### src/rtl/ram_fifo_ctrl_if.sv
`default_nettype none
// ============================================================================
//  Module      : ram_fifo_ctrl_if
//  Description : Bundle of the FIFO handshake, status and RAM-port signals
//                shared between ram_fifo_ctrl and its environment.
//                  master : environment side (upstream writer, downstream
//                           reader, RAM read-data return path)
//                  slave  : controller side
//  Revision    : 1.0 - initial release
// ============================================================================
interface ram_fifo_ctrl_if #(
    parameter int WIDTH = 8,
    parameter int AW    = 7
);
    // Write side
    logic             wr_valid;
    logic [WIDTH-1:0] wr_data;
    logic             wr_ready;
    // Read side
    logic             rd_req;
    logic             rd_valid;
    logic [WIDTH-1:0] rd_data;
    // Single-port RAM
    logic             mem_en;
    logic             mem_we;
    logic [AW-1:0]    mem_addr;
    logic [WIDTH-1:0] mem_din;
    logic [WIDTH-1:0] mem_dout;
    // Status
    logic [AW:0]      count;
    logic             full;
    logic             empty;
    logic             ovf;
    logic             udf;

    modport master (
        output wr_valid, wr_data, rd_req, mem_dout,
        input  wr_ready, rd_valid, rd_data,
        input  mem_en, mem_we, mem_addr, mem_din,
        input  count, full, empty, ovf, udf
    );

    modport slave (
        input  wr_valid, wr_data, rd_req, mem_dout,
        output wr_ready, rd_valid, rd_data,
        output mem_en, mem_we, mem_addr, mem_din,
        output count, full, empty, ovf, udf
    );
endinterface
`default_nettype wire

### src/rtl/ram_fifo_ctrl.sv
`default_nettype none
// ============================================================================
//  Module      : ram_fifo_ctrl
//  Description : Circular-FIFO controller for one single-port RAM with
//                synchronous write and 1-cycle registered read.
//  Ports       : clk  - clock, rising edge
//                rst  - synchronous active-high reset
//                bus  - ram_fifo_ctrl_if.slave: wr_valid/wr_data/wr_ready,
//                       rd_req/rd_valid/rd_data, mem_en/mem_we/mem_addr/
//                       mem_din/mem_dout, count/full/empty/ovf/udf
//  Revision    : 1.0 - initial release
// ============================================================================
module ram_fifo_ctrl #(
    parameter int WIDTH = 8,
    parameter int AW    = 7,
    parameter int DEPTH = 128   // must equal 2**AW; pointers wrap naturally
) (
    input  logic            clk,
    input  logic            rst,
    ram_fifo_ctrl_if.slave  bus
);

    localparam logic [AW:0]   c_depth   = (AW+1)'(DEPTH);
    localparam logic [AW:0]   c_cnt_one = (AW+1)'(1);
    localparam logic [AW-1:0] c_ptr_one = AW'(1);

    logic [AW-1:0]    r_wr_ptr;
    logic [AW-1:0]    r_rd_ptr;
    logic [AW:0]      r_count;
    logic             r_rd_valid;
    logic             r_ovf;
    logic             r_udf;

    logic             w_full;
    logic             w_empty;
    logic             w_pop_acc;
    logic             w_push_acc;
    logic             w_wr_ready;
    logic [WIDTH-1:0] w_rd_data;

    // Handshake decode. The RAM has one port, so a pop blocks any push in
    // the same cycle; the writer simply retries next cycle.
    always_comb begin
        w_full     = (r_count == c_depth);
        w_empty    = (r_count == '0);
        w_pop_acc  = bus.rd_req & ~w_empty;
        w_wr_ready = ~w_full & ~w_pop_acc & ~rst;
        w_push_acc = bus.wr_valid & w_wr_ready;
    end

    // RAM port. Idle cycles park the address on the write pointer.
    always_comb begin
        bus.mem_en   = (w_pop_acc | w_push_acc) & ~rst;
        bus.mem_we   = w_push_acc;
        bus.mem_addr = w_pop_acc ? r_rd_ptr : r_wr_ptr;
        bus.mem_din  = bus.wr_data;
    end

    // RAM contents are deliberately not cleared on reset: with count at zero
    // nothing stale can be read back.
    always_ff @(posedge clk) begin
        if (rst) begin
            r_wr_ptr   <= '0;
            r_rd_ptr   <= '0;
            r_count    <= '0;
            r_rd_valid <= 1'b0;
            r_ovf      <= 1'b0;
            r_udf      <= 1'b0;
        end else begin
            if (w_push_acc) begin
                r_wr_ptr <= r_wr_ptr + c_ptr_one;
            end
            if (w_pop_acc) begin
                r_rd_ptr <= r_rd_ptr + c_ptr_one;
            end
            // push and pop are mutually exclusive by construction
            if (w_push_acc) begin
                r_count <= r_count + c_cnt_one;
            end else if (w_pop_acc) begin
                r_count <= r_count - c_cnt_one;
            end
            // Read data returns from the RAM one cycle after the access
            r_rd_valid <= w_pop_acc;
            r_ovf      <= r_ovf | (bus.wr_valid & w_full);
            r_udf      <= r_udf | (bus.rd_req & w_empty);
        end
    end

    assign w_rd_data    = bus.mem_dout;
    assign bus.rd_data  = w_rd_data;
    assign bus.rd_valid = r_rd_valid;
    assign bus.wr_ready = w_wr_ready;
    assign bus.count    = r_count;
    assign bus.full     = w_full;
    assign bus.empty    = w_empty;
    assign bus.ovf      = r_ovf;
    assign bus.udf      = r_udf;

endmodule
`default_nettype wire

### src/flat_wrapper.sv
// flat-port wrapper written by rule: the top's interface ports become plain ports
module ram_fifo_ctrl_flat 
#(
    parameter int WIDTH = 8,
    parameter int AW    = 7,
    parameter int DEPTH = 128                                               
)
  (clk, rst, bus_wr_valid, bus_wr_data, bus_rd_req, bus_mem_dout, bus_wr_ready, bus_rd_valid, bus_rd_data, bus_mem_en, bus_mem_we, bus_mem_addr, bus_mem_din, bus_count, bus_full, bus_empty, bus_ovf, bus_udf);
  ram_fifo_ctrl_if #(.WIDTH(WIDTH), .AW(AW)) bus_i ();
  input  logic clk;
  input  logic rst;
  input wire logic [$bits(bus_i.wr_valid)-1:0] bus_wr_valid;
  input wire logic [$bits(bus_i.wr_data)-1:0] bus_wr_data;
  input wire logic [$bits(bus_i.rd_req)-1:0] bus_rd_req;
  input wire logic [$bits(bus_i.mem_dout)-1:0] bus_mem_dout;
  output wire logic [$bits(bus_i.wr_ready)-1:0] bus_wr_ready;
  output wire logic [$bits(bus_i.rd_valid)-1:0] bus_rd_valid;
  output wire logic [$bits(bus_i.rd_data)-1:0] bus_rd_data;
  output wire logic [$bits(bus_i.mem_en)-1:0] bus_mem_en;
  output wire logic [$bits(bus_i.mem_we)-1:0] bus_mem_we;
  output wire logic [$bits(bus_i.mem_addr)-1:0] bus_mem_addr;
  output wire logic [$bits(bus_i.mem_din)-1:0] bus_mem_din;
  output wire logic [$bits(bus_i.count)-1:0] bus_count;
  output wire logic [$bits(bus_i.full)-1:0] bus_full;
  output wire logic [$bits(bus_i.empty)-1:0] bus_empty;
  output wire logic [$bits(bus_i.ovf)-1:0] bus_ovf;
  output wire logic [$bits(bus_i.udf)-1:0] bus_udf;
  assign bus_i.wr_valid = bus_wr_valid;
  assign bus_i.wr_data = bus_wr_data;
  assign bus_i.rd_req = bus_rd_req;
  assign bus_i.mem_dout = bus_mem_dout;
  assign bus_wr_ready = bus_i.wr_ready;
  assign bus_rd_valid = bus_i.rd_valid;
  assign bus_rd_data = bus_i.rd_data;
  assign bus_mem_en = bus_i.mem_en;
  assign bus_mem_we = bus_i.mem_we;
  assign bus_mem_addr = bus_i.mem_addr;
  assign bus_mem_din = bus_i.mem_din;
  assign bus_count = bus_i.count;
  assign bus_full = bus_i.full;
  assign bus_empty = bus_i.empty;
  assign bus_ovf = bus_i.ovf;
  assign bus_udf = bus_i.udf;
  ram_fifo_ctrl #(.WIDTH(WIDTH), .AW(AW), .DEPTH(DEPTH)) u_core (.clk(clk), .rst(rst), .bus(bus_i));
endmodule
### config.mk
export PLATFORM = sky130hd
export DESIGN_NAME = ram_fifo_ctrl_flat
export DESIGN_NICKNAME = d
export VERILOG_FILES = /design/src/rtl/ram_fifo_ctrl_if.sv /design/src/rtl/ram_fifo_ctrl.sv /design/src/flat_wrapper.sv
export SDC_FILE = /design/constraint.sdc
export NUM_CORES = 1
export LEC_CHECK = 0
export CORE_MARGIN = 10
export CORE_UTILIZATION = 45
export CTS_BUF_LIST = sky130_fd_sc_hd__clkbuf_4
export CTS_CLUSTER_DIAMETER = 200
export DETAILED_ROUTE_END_ITERATION = 6
export DONT_BUFFER_PORTS = 1
export PLACE_DENSITY_LB_ADDON = 0.2
export REMOVE_ABC_BUFFERS = 1
export SETUP_SLACK_MARGIN = 0.3
export SYNTH_ARGS = -nofsm -noshare
export SYNTH_HDL_FRONTEND = slang
export SYNTH_SLANG_ARGS = --single-unit
### constraint.sdc
create_clock -name clk -period 4 [get_ports clk]
set_input_delay 0.4 -clock clk [delete_from_list [all_inputs] [get_ports clk]]
set_output_delay 0.4 -clock clk [all_outputs]
set_load 0.005 [all_outputs]
== After elaboration in Yosys (flattened, before gate mapping) ==
Cells that the tools add are included.
Word-level totals
  word-level logic and storage cells: 30
  flip-flop bits (word level): 25
  input port bits: 20
Cells by class
  bitwise logic cells: 14
  reductions and logical operators: 2
  add/sub/neg operators: 4
  eq/ne operators: 1
  muxes and demuxes: 3
Operators by type and width (number)
  $mux 8: 2
  $add 7x1->7 const B: 2
  $add 8x1->8 const B: 1
  $eq 8x8->1 const B: 1
  $logic_not 8->1: 1
  $sub 8x1->8 const B: 1
  $and 1x1->1: 7
  $mux 7: 1
  $not 1->1: 4
  $or 1x1->1: 3
  $reduce_bool 2->1: 1

== Longest topological paths before layout ==
Gate-level depths: netlist (run 1).
  depth after elaboration: 9
  mapped depth: 9
  mapped depth without buffers: 9

== Least setup slack after synthesis (run 1) ==
Ideal clock, no wire load.
  kind: reg2reg
  start point: register u_core.r_count[2] (netlist: u_core.bus.count[2])
  end point: register u_core.r_count[6] (netlist: u_core.bus.count[6])
  data required time: 3.930 ns
  path slack: 1.138 ns
  library setup time: 0.070 ns
  cell stages (with the launch flop): 10
  path buffers: 0
  arrival time: 2.792 ns
  clock period less this slack: 2.862 ns
  cells stage by stage: dfxtp_1 > or4_4 > o21ai_4 > nand2_2 > fa_1 > a211o_1 > a2111oi_0 > a41oi_1 > a31o_1 > a21oi_1
On the way
  cells in the longest elaborated chain, start to end: 8
  elaborated cells between the ends (all ways): 14
  those cells by class: 2 x add/sub; 1 x eq/ne; 2 x mux; 7 x bitwise; 2 x reduce/logical
Ends and longest elaborated chain
  start: declaration: RTL line ram_fifo_ctrl.sv:29  | logic [AW:0] r_count;
  start signal: assignment: RTL line ram_fifo_ctrl.sv:78  | r_count <= r_count + c_cnt_one;
  start signal: assignment: RTL line ram_fifo_ctrl.sv:80  | r_count <= r_count - c_cnt_one;
  $logic_not 8->1: RTL line ram_fifo_ctrl.sv:45  | w_empty = (r_count == '0);
  $not 1->1: RTL line ram_fifo_ctrl.sv:46  | w_pop_acc = bus.rd_req & ~w_empty;
  $and 1x1->1: RTL line ram_fifo_ctrl.sv:46
  $not 1->1: RTL line ram_fifo_ctrl.sv:47  | w_wr_ready = ~w_full & ~w_pop_acc & ~rst;
  $and 1x1->1 (2 in a row): RTL line ram_fifo_ctrl.sv:47
  $and 1x1->1: RTL line ram_fifo_ctrl.sv:48  | w_push_acc = bus.wr_valid & w_wr_ready;
  $mux 8 / $reduce_bool 2->1 (equally long branches)
Parallel ways exist; a longest one is shown, timed or not. The select of a mux whose other input is x is not followed.
A chain may end at the register's enable or synchronous reset.

== Worst setup path after layout (run 1) ==
Same ends and word-level chain as after synthesis.

==> results.ini, run 1 <==
[power_and_ir_drop]
total_power_mw = 1.002
peakVddDrop_v = 0.0002903
powerDensity_nw_per_um2 = 652.3
leakage_nw = 0.6249

[yosys]
yosysWarnings = 0
seq_area_frac_synth_pct = 31.30
ys_ff_latch = 25
synthFlopType = dfxtp_1
synth.largest_area_cell = dfxtp_1
yosysUniqueCellTypes = 46
syn_inst = 191
async_reset_ff_share_pct = 0
avgSynthCellArea_um2 = 8.372
yosysTopAreaCellShare_pct = 31.30
synth_area_leaders = dfxtp_1, buf_4, nand2_1
synth_area_um2 = 1599
synth-edff-count = 0

[cts]
cts_setup_buffers = 0
cts.sink_count = 25
cts.path.max_buffers = 2
cts_tree = done
insertion_delay_ps = 330
path_clk_slew_ps = 150
cts_resized = 0
htreeDepth = 1
root_buffer = clkbuf_4
postCtsHoldBufs = 0
cts_buffers = 3

[status]
status = finished clean

[grt]
grt_usage_pct = 11.94
grt_pass1_wl_um = 6154
grt_overflow = 0
grt_max_degree = 30
antenna_found_initial = 0
first_global_vias = 1235

[routing]
firstDrtPassIters = 4
drtAntennaViolNets = 0
dr_total_vias = 1259
routed_via_density = 5.723
drt-total-wl_um = 3726
wl_per_cell_um = 16.94
drc_errors = 0
drt_iter0_markers = 91

[layout]
drive_above_1_share_pct = 8.621
fill_cells = 341
finalInstanceArea_um2 = 1536
layout.nets = 204
post-route-util_pct = 45.33
n_antenna_cell = 0
areaGrowthSynthToFinish_pct = -3.913

[place]
placed_cell_area_um2 = 1506
hpwlAfterDp_um = 2789
gp_congestion = 0.8842
port_buffers = 0
dpl_worst_slack_ps = 927.5

[sta]
tns_ps = 0
tightest_slew_ps = 606.2
skew_ps = 3.311
timing.final.ws_setup_ps = 858.8
period_needed_ps = 3141
fmax_ghz = 0.3184
timing.slew.headroom_pct = 59.59
setup_violations = 0
rsz0062_at_grt = no
fin_crit_sh_pct = 78.53
slew_viol_final = 0
finalHoldViolCount = 0

[die]
start_util_pct = 47.18
coreArea_um2 = 3390
die-area_um2 = 6338
die_w_um = 79.61
rows = 21
ioPinCount = 59
dieHeight_um = 79.61

[critical_path]
end_kind = flop
crit_required_ps = 4280
critPathMaxFanout = 11
slowest_delay_ps = 600
crit_arrival_ps = 3420
crit_path_top_delay_cell = or4_4
worstSetupPathType = flop to flop
path_cells = or4_4, o21ai_4, nand2_2, fa_1, a211o_1, a2111oi_0, a41oi_1, a31o_1, a21oi_1
critPathLaunchType = flop

[job]
cap_violations = 0

[min_path]
hp-class = input pin to flop

-- worst max-delay path, delay by kind of cell, from the launching register on --
| family | cells | cell delay [ps] |
|---|---|---|
| and+or+nand+nor | 2 | 810 |
| adders and majority gates | 1 | 500 |
| DFF | 1 | 400 |
| AOI/OAI and AO/OA | 6 | 1360 |
-- metrics by stage --
step,hold slack (ps),cells
after floorplan,431.8,170
after global placement,459.2,216
after detailed placement,459.2,216
after CTS,106.6,220
after global routing,91.56,220
final,116.0,220
-- sequential cells by signal (all words and copies together), names as in the netlist --
register	flops
u_core.bus.rd_valid	1
u_core.r_wr_ptr	7
u_core.bus.count	8
u_core.bus.ovf	1
u_core.r_rd_ptr	7
u_core.bus.udf	1
-- cells in the final DEF, fill, tap and decap left out, types with 2 or more instances in the layout --
cell type | netlist | layout
dfxtp_1 | 25 | 25
a21oi_1 | 9 | 9
clkbuf_4 | 0 | 3
nor2_1 | 27 | 27
nand4_1 | 2 | 2
o21ai_0 | 4 | 4
xor2_1 | 9 | 9
and3_1 | 2 | 2
ha_1 | 8 | 8
nor3_1 | 4 | 4
nand2_1 | 29 | 29
xnor2_1 | 4 | 4
inv_1 | 4 | 4
nand3_1 | 5 | 5
o211ai_1 | 2 | 2
a211oi_1 | 2 | 2
mux2i_1 | 6 | 6
a21o_1 | 2 | 2
-- cells in the mapped netlist, types with 2 or more instances --
cell type   n
a21oi_1     9
clkbuf_1    3
nand2_1    29
o211ai_1    2
o21ai_0     4
a21o_1      2
nor2_1     27
mux2i_1     6
and3_1      2
xor2_1      9
buf_4      17
xnor2_1     4
a211oi_1    2
nand3_1     5
nor3_1      4
dfxtp_1    25
nand4_1     2
inv_1       4
ha_1        8
-- layout make-up --
class                      instances  area, um2  share of cell area [%]
tap                               46      57.56                   3.746
multi-input combinational        141      933.4                   60.75
clock inverter                     1      7.507                  0.4886
inverter                           4      15.01                  0.9772
clock buffer                       3      22.52                   1.466
sequential                        25      500.5                   32.57
-- path summary, 6_finish.rpt --
path,to,slack (ps),startpoint,depth (start not counted)
max,u_core.bus.count[6]$_SDFFE_PP0N_,860,u_core.bus.count[2]$_SDFFE_PP0N_,9
min,u_core.bus.count[1]$_SDFFE_PP0N_,120,rst,1
max reg2reg,u_core.bus.count[6]$_SDFFE_PP0N_,860,u_core.bus.count[2]$_SDFFE_PP0N_,9
min reg2reg,u_core.r_wr_ptr[6]$_SDFFE_PP0P_,470,u_core.r_wr_ptr[6]$_SDFFE_PP0P_,1
-- power breakdown --
group          total [mW]  switching, mW  internal [mW]
logic               0.507          0.291          0.215
registers           0.374         0.0784          0.296
clock network       0.121         0.0829         0.0383
-- logic make-up (layout without fill, tap and decap cells) --
group,count (synthesis),count (layout),synth area share (%)
XOR/XNOR,14,14,8.138
buffers and inverters,25,8,10.33
AND/OR/NAND/NOR,79,79,22.54
flip-flops,25,25,31.30
multiplexers,7,7,4.460
AO/OA/AOI/OAI,32,32,15.73
adder cells (fa/ha/maj),9,9,7.512
-- routing by layer --
metal  share of wire, %  global-route usage [%]  vias up
met5                  0                       0        -
met4                1.6                   3.763        0
met3                 11                   5.856       10
met2                 44                   17.96       60
met1                 43                   14.51      582
li1                   -                       -      607
Power figures use the tool's default switching activity.
==> inputs of run 2 (changes only) <==
--- a/config.mk
+++ b/config.mk
@@ -5,6 +5,7 @@
 export SDC_FILE = /design/constraint.sdc
 export NUM_CORES = 1
 export LEC_CHECK = 0
+export ABC_AREA = 1
 export CORE_MARGIN = 10
 export CORE_UTILIZATION = 45
 export CTS_BUF_LIST = sky130_fd_sc_hd__clkbuf_4
==> constraint.sdc (replaced) <==
create_clock -name clk -period 2.8 [get_ports clk]
set_input_delay 0.28 -clock clk [delete_from_list [all_inputs] [get_ports clk]]
set_output_delay 0.28 -clock clk [all_outputs]
set_load 0.005 [all_outputs]
==> results.ini, run 2 <==
[status]
status = finished clean  ; unchanged

[routing]
drt-total-wl_um = 3621  ; was 3726 um
firstDrtPassIters = 4  ; unchanged
dr_total_vias = 1331  ; was 1,259
wl_per_cell_um = 13.98  ; was 16.94 um
drt_iter0_markers = 94  ; was 91
routed_via_density = 5.139  ; was 5.723
drc_errors = 0  ; unchanged
drtAntennaViolNets = 0  ; unchanged

[critical_path]
path_cells = nor2_2, nand2_2, o21ai_4, nand4_4, ha_1, inv_1, o21bai_1, a21boi_0, nand3_1, a21oi_1, nor2_1  ; was or4_4, o21ai_4, nand2_2, fa_1, a211o_1, a2111oi_0, a41oi_1, a31o_1, a21oi_1
critPathLaunchType = flop  ; unchanged
crit_buf_inv = 1  ; was 0
crit_path_top_delay_cell = dfxtp_1  ; was or4_4
crit_arrival_ps = 2520  ; was 3420 ps
slowest_delay_ps = 410  ; was 600 ps
end_kind = flop  ; unchanged
worstSetupPathType = flop to flop  ; unchanged
critPathMaxFanout = 8  ; was 11
crit_required_ps = 3020  ; was 4280 ps
critical-path-top-delay-family = compound AO/OA/AOI/OAI gates  ; unchanged

[yosys]
synth_compound_area_share_pct = 13.43  ; was 15.73%
synth_top_family_by_area = simple AND/OR/NAND/NOR gates  ; unchanged
synthFlopType = dfxtp_1  ; unchanged
synth-edff-count = 0  ; unchanged
avgSynthCellArea_um2 = 7.019  ; was 8.372 um2
syn_inst = 223  ; was 191
yosysUniqueCellTypes = 25  ; was 46
ys_top_cells_by_count = nand2_1, nor2_1, dfxtp_1  ; unchanged
synth.most_common_cell = nand2_1  ; unchanged
synth_area_leaders = dfxtp_1, nand2_1, nor2_1  ; was dfxtp_1, buf_4, nand2_1
synth-xor-area-share_pct = 4.476  ; was 8.138%
seq_area_frac_synth_pct = 31.97  ; was 31.30%
yosysTopAreaCellShare_pct = 31.97  ; was 31.30%
synth_simple_gate_area_share_pct = 27.58  ; was 22.54%
synth_area_um2 = 1565  ; was 1599 um2
synthAdderAreaFrac_pct = 7.674  ; was 7.512%
muxShareOfSynthArea_pct = 0  ; was 4.460%
ys_ff_latch = 25  ; unchanged
synth.largest_area_cell = dfxtp_1  ; unchanged
async_reset_ff_share_pct = 0  ; unchanged
yosysWarnings = 0  ; unchanged

[sta]
setup_violations = 0  ; unchanged
rsz0062_at_grt = yes  ; was no
tns_ps = 0  ; unchanged
skew_ps = 5.619  ; was 3.311 ps
period_needed_ps = 2301  ; was 3141 ps
hold-worst-slack_ps = 34.04  ; was 116.0 ps
timing.final.ws_setup_ps = 499.3  ; was 858.8 ps
finalHoldViolCount = 0  ; unchanged
tightest_slew_ps = 311.3  ; was 606.2 ps
slew_viol_final = 0  ; unchanged
fin_crit_sh_pct = 82.17  ; was 78.53%
timing.slew.headroom_pct = 79.03  ; was 59.59%
fmax_ghz = 0.4346  ; was 0.3184 GHz

[grt]
grt_max_degree = 20  ; was 30
antenna_found_initial = 0  ; unchanged
first_global_vias = 1304  ; was 1,235
grt_usage_pct = 11.91  ; was 11.94%
grt_overflow = 0  ; unchanged
grt_pass1_wl_um = 6127  ; was 6154 um

[die]
start_util_pct = 46.91  ; was 47.18%
ioPinCount = 59  ; unchanged
rows = 21  ; unchanged
dieHeight_um = 78.98  ; was 79.61 um
coreArea_um2 = 3337  ; was 3390 um2
die-area_um2 = 6237  ; was 6338 um2
die_w_um = 78.98  ; was 79.61 um

[layout]
drive_above_1_share_pct = 8.920  ; was 8.621%
areaGrowthSynthToFinish_pct = -0.5597  ; was -3.913%
instances_no_fill = 259  ; was 220
layout.nets = 243  ; was 204
post-route-util_pct = 46.64  ; was 45.33%
layout_common_cells = nand2_1, nor2_1, dfxtp_1  ; unchanged
fill_cells = 365  ; was 341
final_common_cell = nand2_1  ; unchanged
n_antenna_cell = 0  ; unchanged
largest_reg_flops = 8  ; unchanged

[cts]
cts_buffers = 3  ; unchanged
path_clk_slew_ps = 140  ; was 150 ps
insertion_delay_ps = 310  ; was 330 ps
root_buffer = clkbuf_4  ; unchanged
cts.sink_count = 25  ; unchanged
cts_tree = done  ; unchanged
htreeDepth = 1  ; unchanged
cts.path.max_buffers = 2  ; unchanged

[job]
cap_violations = 0  ; unchanged

[place]
port_buffers = 0  ; unchanged
dpl_worst_slack_ps = 334.8  ; was 927.5 ps
place_inst = 251  ; was 216
gp_congestion = 0.8805  ; was 0.8842
hpwlAfterDp_um = 2829  ; was 2789 um

[power_and_ir_drop]
leakage_nw = 0.6570  ; was 0.6249 nW
peakVddDrop_v = 0.0004263  ; was 0.0002903 V
powerDensity_nw_per_um2 = 832.6  ; was 652.3 nW/um2

[min_path]
hp-class = input pin to flop  ; unchanged

-- run 2: worst paths after layout --
kind	start	end	slack (ps)	cells past startpoint
setup reg to reg	u_core.bus.count[0]$_SDFFE_PP0N_	u_core.bus.count[7]$_SDFFE_PP0N_	500	11
hold / removal	rst	u_core.bus.rd_valid$_SDFF_PP0_	30	1
setup / recovery	u_core.bus.count[0]$_SDFFE_PP0N_	u_core.bus.count[7]$_SDFFE_PP0N_	500	11
hold reg to reg	u_core.r_wr_ptr[4]$_SDFFE_PP0P_	u_core.r_wr_ptr[4]$_SDFFE_PP0P_	510	2
-- run 2: layout make-up --
cell class | count | area [um2] | share of cell area (%)
multi-input combinational | 155 | 837.1 | 53.78
sequential | 25 | 500.5 | 32.15
inverter | 23 | 86.33 | 5.547
tap | 46 | 57.56 | 3.698
timing repair buffer | 6 | 47.55 | 3.055
clock buffer | 3 | 22.52 | 1.447
clock inverter | 1 | 5.005 | 0.3215
-- run 2: layer usage --
layer | wire, um | vias to the layer above | track usage [%]
li1 | - | 685 | -
met1 | 1478 | 609 | 12.53
met2 | 1857 | 35 | 20.55
met3 | 261 | 2 | 5.293
met4 | 23 | 0 | 3.763
met5 | 0 | - | 2.500
-- run 2: cells by family (layout without fill, tap and decap cells) --
kind of cell / Yosys count / after routing
simple gates: 101 / 101
buf+inv: 43 / 33
compound gates: 37 / 37
flops: 25 / 25
fa+ha+maj: 9 / 9
xor+xnor: 8 / 8
-- run 2: timing repair --
item,in CTS,in global routing
hold buffers,0,1
setup endpoints to repair,0,6
setup buffers,0,3
gates resized for setup,0,2
hold endpoints to repair,0,6
-- run 2: power breakdown --
part | total, mW | switching, mW | internal [mW]
Combinational | 0.633 | 0.388 | 0.245
Sequential | 0.504 | 0.0854 | 0.419
Clock | 0.159 | 0.106 | 0.0533
Total | 1.30 | 0.579 | 0.717
-- run 2: through the flow --
step                total power [mW]  cell area, um2
floorplan                     0.9960            1419
global placement               1.122            1491
detailed placement             1.132            1491
CTS                            1.298            1519
global route                   1.450            1556
finish                         1.296            1556
==> inputs of run 3 (changes only) <==
==> constraint.sdc (replaced) <==
create_clock -name clk -period 1.97 [get_ports clk]
set_input_delay 0.197 -clock clk [delete_from_list [all_inputs] [get_ports clk]]
set_output_delay 0.197 -clock clk [all_outputs]
set_load 0.005 [all_outputs]
==> results.ini, run 3 (synthesis gave the netlist of run 2 again) <==
[status]
status = finished, violations left  ; was finished clean
violations = negative setup slack

[sta]
skew_ps = 3.811  ; was 5.619 ps
tightest_slew_ps = 388.2  ; was 311.3 ps
slew_viol_final = 0  ; unchanged
timing.final.ws_setup_ps = -262.3  ; was 499.3 ps
fin_crit_sh_pct = 113.3  ; was 82.17%
rsz0062_at_grt = yes  ; unchanged
timing.slew.headroom_pct = 74.03  ; was 79.03%
setup_violations = 19  ; was 0
finalHoldViolCount = 0  ; unchanged
period_needed_ps = 2232  ; was 2301 ps
fmax_ghz = 0.4480  ; was 0.4346 GHz
hold-worst-slack_ps = 15.83  ; was 34.04 ps

[layout]
layout_common_cells = buf_4, nand2_1, nor2_1  ; was nand2_1, nor2_1, dfxtp_1
largest_reg_flops = 8  ; unchanged
regArea_um2 = 518.0  ; was 500.5 um2
fill_cells = 276  ; was 365
drive_above_1_share_pct = 47.10  ; was 8.920%
layout.nets = 289  ; was 243
areaGrowthSynthToFinish_pct = 46.44  ; was -0.5597%
n_antenna_cell = 0  ; unchanged
instances_no_fill = 305  ; was 259
multi_input_area_um2 = 1085  ; was 837.1 um2
final_common_cell = buf_4  ; was nand2_1

[routing]
firstDrtPassIters = 5  ; was 4
routed_via_density = 5.357  ; was 5.139
drc_errors = 0  ; unchanged
drtAntennaViolNets = 0  ; unchanged
dr_total_vias = 1634  ; was 1,331
drt_iter0_markers = 116  ; was 94
wl_per_cell_um = 16.95  ; was 13.98 um
drt-total-wl_um = 5169  ; was 3621 um

[cts]
htreeDepth = 1  ; unchanged
path_clk_slew_ps = 140  ; about the same
cts_tree = done  ; unchanged
insertion_delay_ps = 330  ; was 310 ps
root_buffer = clkbuf_4  ; unchanged
cts.path.max_buffers = 2  ; unchanged
cts.sink_count = 25  ; unchanged
cts_buffers = 3  ; unchanged

[die]
die_w_um = 78.98  ; unchanged
start_util_pct = 46.91  ; unchanged
die-area_um2 = 6237  ; unchanged
ioPinCount = 59  ; unchanged
dieHeight_um = 78.98  ; unchanged
coreArea_um2 = 3337  ; unchanged
rows = 21  ; unchanged

[grt]
grt_pass1_wl_um = 7210  ; was 6127 um
grt_overflow = 0  ; unchanged
grt_max_degree = 19  ; was 20
first_global_vias = 1531  ; was 1,304
antenna_found_initial = 0  ; unchanged
grt_usage_pct = 14.32  ; was 11.91%

[place]
port_buffers = 0  ; unchanged
hpwlAfterDp_um = 3199  ; was 2829 um
gp_congestion = 0.8247  ; was 0.8805
place_inst = 274  ; was 251

[critical_path]
end_kind = flop  ; unchanged
worstSetupPathType = flop to flop  ; unchanged
crit_required_ps = 2210  ; was 3020 ps
critPathMaxFanout = 8  ; unchanged
crit_arrival_ps = 2480  ; was 2520 ps
critPathLaunchType = flop  ; unchanged

[min_path]
hp-class = input pin to flop  ; unchanged

[power_and_ir_drop]
peakVddDrop_v = 0.0007615  ; was 0.0004263 V
powerDensity_nw_per_um2 = 1283  ; was 832.6 nW/um2
leakage_nw = 0.9585  ; was 0.6570 nW

[job]
cap_violations = 0  ; unchanged

-- run 3: layout make-up --
cell class	count	share of cell area [%]
Clock buffer	3	0.9825
Sequential cell	25	22.60
Timing Repair Buffer	52	21.83
Clock inverter	1	0.2183
Tap cell	46	2.511
Multi-Input combinational cell	155	47.33
Inverter	23	4.531
-- run 3: worst paths after layout --
| kind | startpoint | endpoint | cells past startpoint | slack (ps) |
|---|---|---|---|---|
| worst max-delay path | u_core.bus.count[5]$_SDFFE_PP0N_ | u_core.bus.count[7]$_SDFFE_PP0N_ | 13 | -260 |
| worst min-delay path | bus_rd_req | u_core.bus.udf$_SDFF_PP0_ | 2 | 20 |
| worst max register to register | u_core.bus.count[5]$_SDFFE_PP0N_ | u_core.bus.count[7]$_SDFFE_PP0N_ | 13 | -260 |
| worst min register to register | u_core.r_wr_ptr[4]$_SDFFE_PP0P_ | u_core.r_wr_ptr[4]$_SDFFE_PP0P_ | 2 | 520 |
-- run 3: metal layers --
metal  track usage [%]  vias to the layer above  part of all wire, %
met5                 0                        -                    0
met4             7.706                        0                  3.0
met3             6.306                       12                  8.0
met2             24.71                       70                   52
met1             14.17                      773                   37
li1                  -                      779                    -
-- run 3: critical path, stage by stage (launching register included) --
cell and delay [ps]:
dfxtp_2 370, nor2_4 120, nand2_2 90, o21ai_4 190, nand4_4 250, buf_6 200, ha_4 230, a21oi_2 150
a21boi_2 210, nand2_1 90, nand2_2 90, nand3_2 50, nand2_1 70, nor2_2 30
-- run 3: stage by stage --
step	setup TNS (ps)	area (um2)	setup WS, ps	utilization [%]	power, mW
6_report	-1788	2292	-262.3	68.69	2.942
5_1_grt	-4120	2292	-373.0	68.69	3.140
4_1_cts	-517.9	1951	-116.3	58.46	2.493
3_5_place_dp	-737.7	1664	-200.9	49.87	1.919
3_3_place_gp	-426.5	1664	-136.2	49.87	1.884
2_1_floorplan	-1864	1419	-424.6	-	1.416
-- run 3: report_power, final --
part	internal (mW)	total [mW]	switching (mW)	leakage [nW]
clock network	0.0763	0.237	0.161	0.0177
logic	0.990	1.98	0.995	0.733
registers	0.621	0.720	0.0983	0.208
total	1.69	2.94	1.25	0.958
-- run 3: timing repair --
item	in CTS	in global routing
hold endpoints to repair	7	0
setup endpoints to repair	21	30
hold buffers	1	0
cloned	0	1
pin swaps	9	21
buffers inserted	11	14
gates resized for setup	56	50
